<file path="src/rtl/lbc_pkg.sv">
// Shared constants and FSM state type for the line-buffer controller and the
// position counter reused by the 3x3 kernel.
package lbc_pkg;

    localparam int LBC_WIDTH = 8;
    localparam int LBC_COL   = 752;
    localparam int LBC_ROW   = 480;

    typedef enum logic [2:0] {
        S_IDLE  = 3'd0,
        S_CLR   = 3'd1,
        S_RUN   = 3'd2,
        S_FLUSH = 3'd3,
        S_DONE  = 3'd4
    } lbc_state_e;

endpackage

</file>
<file path="src/rtl/lbc_pos_cnt.sv">
// Row/column position counter: col wraps at COL-1, row counts 0..ROW so the
// flush pass can run on row ROW before wrapping back to 0.
module lbc_pos_cnt import lbc_pkg::*; #(
    parameter  int COL = LBC_COL,
    parameter  int ROW = LBC_ROW,
    localparam int CW  = $clog2(COL),
    localparam int RW  = $clog2(ROW + 1)
) (
    input  logic          clk,
    input  logic          rst,
    input  logic          i_clr,
    input  logic          i_inc,
    output logic [CW-1:0] o_col,
    output logic [RW-1:0] o_row,
    output logic          o_last_col,
    output logic          o_last_row
);

    localparam logic [CW-1:0] LAST_COL = CW'(COL - 1);
    localparam logic [RW-1:0] LAST_ROW = RW'(ROW - 1);
    localparam logic [RW-1:0] END_ROW  = RW'(ROW);

    logic [CW-1:0] r_col;
    logic [RW-1:0] r_row;
    logic          w_last_col;

    assign w_last_col = (r_col == LAST_COL);

    always_ff @(posedge clk) begin
        if (rst || i_clr) begin
            r_col <= '0;
            r_row <= '0;
        end else if (i_inc) begin
            if (w_last_col) begin
                r_col <= '0;
                r_row <= (r_row == END_ROW) ? '0 : r_row + RW'(1);
            end else begin
                r_col <= r_col + CW'(1);
            end
        end
    end

    assign o_col      = r_col;
    assign o_row      = r_row;
    assign o_last_col = w_last_col;
    assign o_last_row = (r_row == LAST_ROW);

endmodule

</file>
<file path="src/rtl/line_buf_ctrl.sv">
// Frame sequencer for the img_buffer line-buffer chain feeding the 3x3 kernel.
// Optional LBC_FLUSH_REPLICATE_EN: flush writes replay mid_tap instead of zeros.
module line_buf_ctrl import lbc_pkg::*; #(
    parameter int WIDTH = LBC_WIDTH,
    parameter int COL   = LBC_COL,
    parameter int ROW   = LBC_ROW
) (
    input  logic             clk,
    input  logic             rst,
    input  logic             sof,
    input  logic             pix_valid,
    input  logic [WIDTH-1:0] pix,
    input  logic [WIDTH-1:0] mid_tap,
    output logic             ready,
    output logic             buf_en,
    output logic             buf_wr,
    output logic [WIDTH-1:0] buf_din,
    output logic             tap_valid,
    output logic             top,
    output logic             bottom,
    output logic             left,
    output logic             right,
    output logic             frame_done,
    output logic             frame_err
);

    localparam int CW = $clog2(COL);
    localparam int RW = $clog2(ROW + 1);
    localparam logic [RW-1:0] FLUSH_ROW = RW'(ROW);

    lbc_state_e    r_state;
    lbc_state_e    w_next;
    logic          r_err;
    logic          w_run;
    logic          w_flush;
    logic          w_src_wr;
    logic          w_wr;
    logic [CW-1:0] w_col;
    logic [RW-1:0] w_row;
    logic          w_last_col;
    logic          w_last_row;

    assign w_run    = (r_state == S_RUN);
    assign w_flush  = (r_state == S_FLUSH);
    assign w_src_wr = w_run && pix_valid;
    assign w_wr     = w_src_wr || w_flush;

    lbc_pos_cnt #(
        .COL (COL),
        .ROW (ROW)
    ) u_pos (
        .clk        (clk),
        .rst        (rst),
        .i_clr      (r_state == S_CLR),
        .i_inc      (w_wr),
        .o_col      (w_col),
        .o_row      (w_row),
        .o_last_col (w_last_col),
        .o_last_row (w_last_row)
    );

    // sof from any state restarts the clear cycle; only RUN/FLUSH treat it as an abort
    always_comb begin
        w_next = r_state;
        if (sof) begin
            w_next = S_CLR;
        end else begin
            unique case (r_state)
                S_IDLE:  w_next = S_IDLE;
                S_CLR:   w_next = S_RUN;
                S_RUN:   if (pix_valid && w_last_col && w_last_row) w_next = S_FLUSH;
                S_FLUSH: if (w_last_col) w_next = S_DONE;
                S_DONE:  w_next = S_IDLE;
                default: w_next = S_IDLE;
            endcase
        end
    end

    always_ff @(posedge clk) begin
        if (rst) begin
            r_state <= S_IDLE;
        end else begin
            r_state <= w_next;
        end
    end

    always_ff @(posedge clk) begin
        if (rst) begin
            r_err <= 1'b0;
        end else if (sof && (r_state == S_IDLE)) begin
            r_err <= 1'b0;
        end else if ((sof && (w_run || w_flush)) || (pix_valid && w_flush)) begin
            r_err <= 1'b1;
        end
    end

`ifdef LBC_FLUSH_REPLICATE_EN
    always_comb begin
        buf_din = '0;
        if (w_src_wr) begin
            buf_din = pix;
        end else if (w_flush) begin
            buf_din = mid_tap;
        end
    end
`else
    logic w_unused_mid_tap;
    assign w_unused_mid_tap = ^mid_tap;

    always_comb begin
        buf_din = '0;
        if (w_src_wr) begin
            buf_din = pix;
        end
    end
`endif

    // taps hold a full column triple only once row 0 has been written
    assign tap_valid  = w_wr && (w_row != '0);
    assign top        = tap_valid && (w_row == RW'(1));
    assign bottom     = tap_valid && (w_row == FLUSH_ROW);
    assign left       = tap_valid && (w_col == '0);
    assign right      = tap_valid && w_last_col;

    assign ready      = w_run;
    assign buf_en     = !(rst || (r_state == S_CLR));
    assign buf_wr     = w_wr;
    assign frame_done = (r_state == S_DONE);
    assign frame_err  = r_err;

endmodule
</file>
<file path="config.mk">
export PLATFORM = sky130hd
export DESIGN_NAME = line_buf_ctrl
export DESIGN_NICKNAME = d
export VERILOG_FILES = /design/src/rtl/lbc_pkg.sv /design/src/rtl/lbc_pos_cnt.sv /design/src/rtl/line_buf_ctrl.sv
export SDC_FILE = /design/constraint.sdc
export NUM_CORES = 1
export LEC_CHECK = 0
export BUFFER_PORTS_ARGS = -buffer_cell sky130_fd_sc_hd__buf_4
export CAP_MARGIN = 0
export CORE_AREA = 2 2 60 62
export CTS_CLUSTER_SIZE = 30
export DETAILED_ROUTE_END_ITERATION = 8
export DIE_AREA = 0 0 62 64
export HOLD_SLACK_MARGIN = 0.15
export PLACE_DENSITY = 0.66
export SETUP_SLACK_MARGIN = 0.3
export SYNTH_ARGS = -nofsm -noshare
export SYNTH_HDL_FRONTEND = slang
export SYNTH_SLANG_ARGS = --single-unit
</file>
<file path="constraint.sdc">
create_clock -name clk -period 2.7 [get_ports clk]
set_input_delay 0.405 -clock clk [delete_from_list [all_inputs] [get_ports clk]]
set_output_delay 0.405 -clock clk [all_outputs]
set_load 0.1 [all_outputs]
</file>
==> qor.txt <==
PortBufs -> 29
crit path kind -> reg -> out
Synth top cells by count -> dfxtp_1, nor2_1, a21oi_1
DR WL/cell -> 13.7 microns
Yosys warnings -> 0
Final ANT Viol Nets -> 0
final setup vio count -> 0
standard-cell rows -> 21
count leader, synth -> dfxtp_1
CTS clock-pin slew for the worst setup and hold paths -> 0.13 ns
sequential cell area fraction in the yosys report -> 33.1%
Post-Syn Instances -> 175
effective utilization at floorplan -> 42.3%
Data arrival, critical path -> 2.11 ns
global-route wire length before repair -> 5.78 mm
critical path required time -> 2.30 ns
post-synth cell types -> 38
maximum number of pins on one net before global-route repair -> 15
RSZ-0062 raised after global routing -> yes
worst skew pair latency -> 0.31 ns
max cap viols -> 0
Rel. slew slack -> 69.8%
FFs w/ async S/R, synth -> 0%
top-level I/O count -> 38
grt ovf -> 0
DP HPWL -> 2.62 mm
CP startpoint kind -> register
Setup Skew -> 0.00307 ns
share of cells above drive strength 1 -> 29.9%
syn_area_per_cell -> 7.94 sq um
Tmin final -> 2.52 ns
Reg2Reg Depth -> 7
Synth area leader -> dfxtp_1
die area -> 0.00397 sq mm
final non-filler cell area -> 0.00181 sq mm
initial drt markers -> 104
root buf cell -> clkbuf_4
Sink Count -> 23
Hold Path Stages -> 2
Cell Area, Synth -> 0.00139 sq mm
Yosys reg bits -> 23
FILL cells -> 325
Vias per Instance -> 5.61
Residual DRC -> 0
Syn Nets -> 200
vias in the first global route -> 1309
Final GP Congestion -> 0.849
fin. max-slew vios -> 0
Pwr per Cell Area -> 326 mW/mm^2
Synth area leaders -> dfxtp_1, nor2_1, a21oi_1, ha_1, and2_1
Die Height -> 64 microns
WHS -> 0.276 ns
Lkg Pwr -> 0.640 nW
fin crit share -> 93.3%
DP Worst Slack -> 0.344 ns
initial antenna violation count -> 0
CP max FO -> 2
Hold Path Class -> in -> reg
setup ws final -> 0.180 ns
clock tree buffer depth -> 2
core area -> 0.00328 sq mm
status -> finished clean
Critical Path End Type -> output pin
die width -> 62 microns
H-tree depth -> 1
Antenna Cells -> 0
setup_tns -> 0 ns
proportion of netlist area held by the largest area contributor -> 33.1%
Finished Core Util -> 55.0%
CTS tree -> built
Post-synth EDFFs -> 0
Slew @ Worst Pin -> 0.453 ns
main flop type after synthesis -> dfxtp_1
global-route usage over all layers -> 19.1%
CTS Buf Count -> 3
f_max -> 397 MHz
Nets -> 237
Placement Cell Area -> 0.00170 sq mm
final hold violation count -> 0
via count -> 1443
drt first pass iters -> 4
final wirelength -> 3.51 mm
Peak VDD IR -> 0.194 mV
Layout area overhead -> 29.9%
-- metal layers --
metal | vias up | wire (microns) | GRT usage [%]
li1 | 713 | - | -
met2 | 49 | 1670 | 29.2
met4 | 0 | 39 | 6.91
met5 | - | 0 | 0
met1 | 677 | 1560 | 26.3
met3 | 4 | 244 | 3.44
-- per-stage QoR --
step | total power, W | cells
5_1_grt | 0.000614 | 257
3_3_place_gp | 0.000428 | 249
4_1_cts | 0.000596 | 257
2_1_floorplan | 0.000402 | 175
3_5_place_dp | 0.000430 | 249
6_report | 0.000588 | 257
-- cells in the final DEF (no fill, tap or decap), drive strengths merged --
cell type,instances
nand4,6
mux2i,1
clkbuf,3
o31ai,5
xnor2,5
o21ai,7
nor3,8
a311oi,1
and2,9
nand2,7
nand3,6
or2,2
nor4b,2
a21o,1
nand2b,4
and3,2
ha,5
o41ai,4
dfxtp,23
or3b,1
nor4,3
inv,12
buf,38
nand4b,4
clkinvlp,1
or3,3
a31o,1
a21oi,15
or4b,1
and4,3
nor3b,2
nor2,21
or4,5
-- final cells by class --
cell class,count,area [sq um],share of cell area [%]
multi-input cells,134,893,49.5
flip-flops and latches,23,467,25.8
repair buffers,38,313,17.3
well taps,46,57.6,3.19
inverters,12,45.0,2.49
clock buffers,3,22.5,1.25
clock inverters,1,7.51,0.416
-- cell families after synthesis --
group,synth area share (%)
AND/OR/NAND/NOR,36.8
AO/OA/AOI/OAI,16.2
flip-flops,33.1
buffers and inverters,5.49
XOR/XNOR,3.15
adder cells (fa/ha/maj),4.50
multiplexers,0.720
-- timing repair --
item                                    4_1_cts  5_1_grt
pin swaps                                     2        1
hold buffers                                  0        0
setup buffers                                 4        0
endpoints found under the setup margin        4        4
resized for setup                            16        1
gates cloned                                  0        0
-- path summary, 6_finish.rpt --
path | to | start | slack (ns)
setup / recovery | bottom | u_pos.o_row[1] | 0.18
setup reg to reg | u_pos.o_row[2] | u_pos.o_row[1] | 0.56
hold reg to reg | r_state[1] | r_state[2] | 0.50
hold / removal | frame_err | rst | 0.28
-- critical path, stage by stage, from the launching register on --
cell	delay (ns)
dfxtp_2	0.35
inv_2	0.06
ha_2	0.15
or3b_1	0.36
or4_4	0.52
nor3_4	0.17
buf_12	0.20
-- sequential cells by signal (all words and copies together) (netlist names) --
register,cells
u_pos.o_col,10
frame_err,1
r_state,3
u_pos.o_row,9
-- power breakdown --
| part | internal [W] | total, W | switching [W] |
|---|---|---|---|
| combinational | 0.0000253 | 0.0000768 | 0.0000515 |
| sequential | 0.000342 | 0.000346 | 0.00000408 |
| clock | 0.0000565 | 0.000166 | 0.000109 |
| total | 0.000423 | 0.000588 | 0.000165 |
No activity file was read; power rests on OpenSTA's default activity.
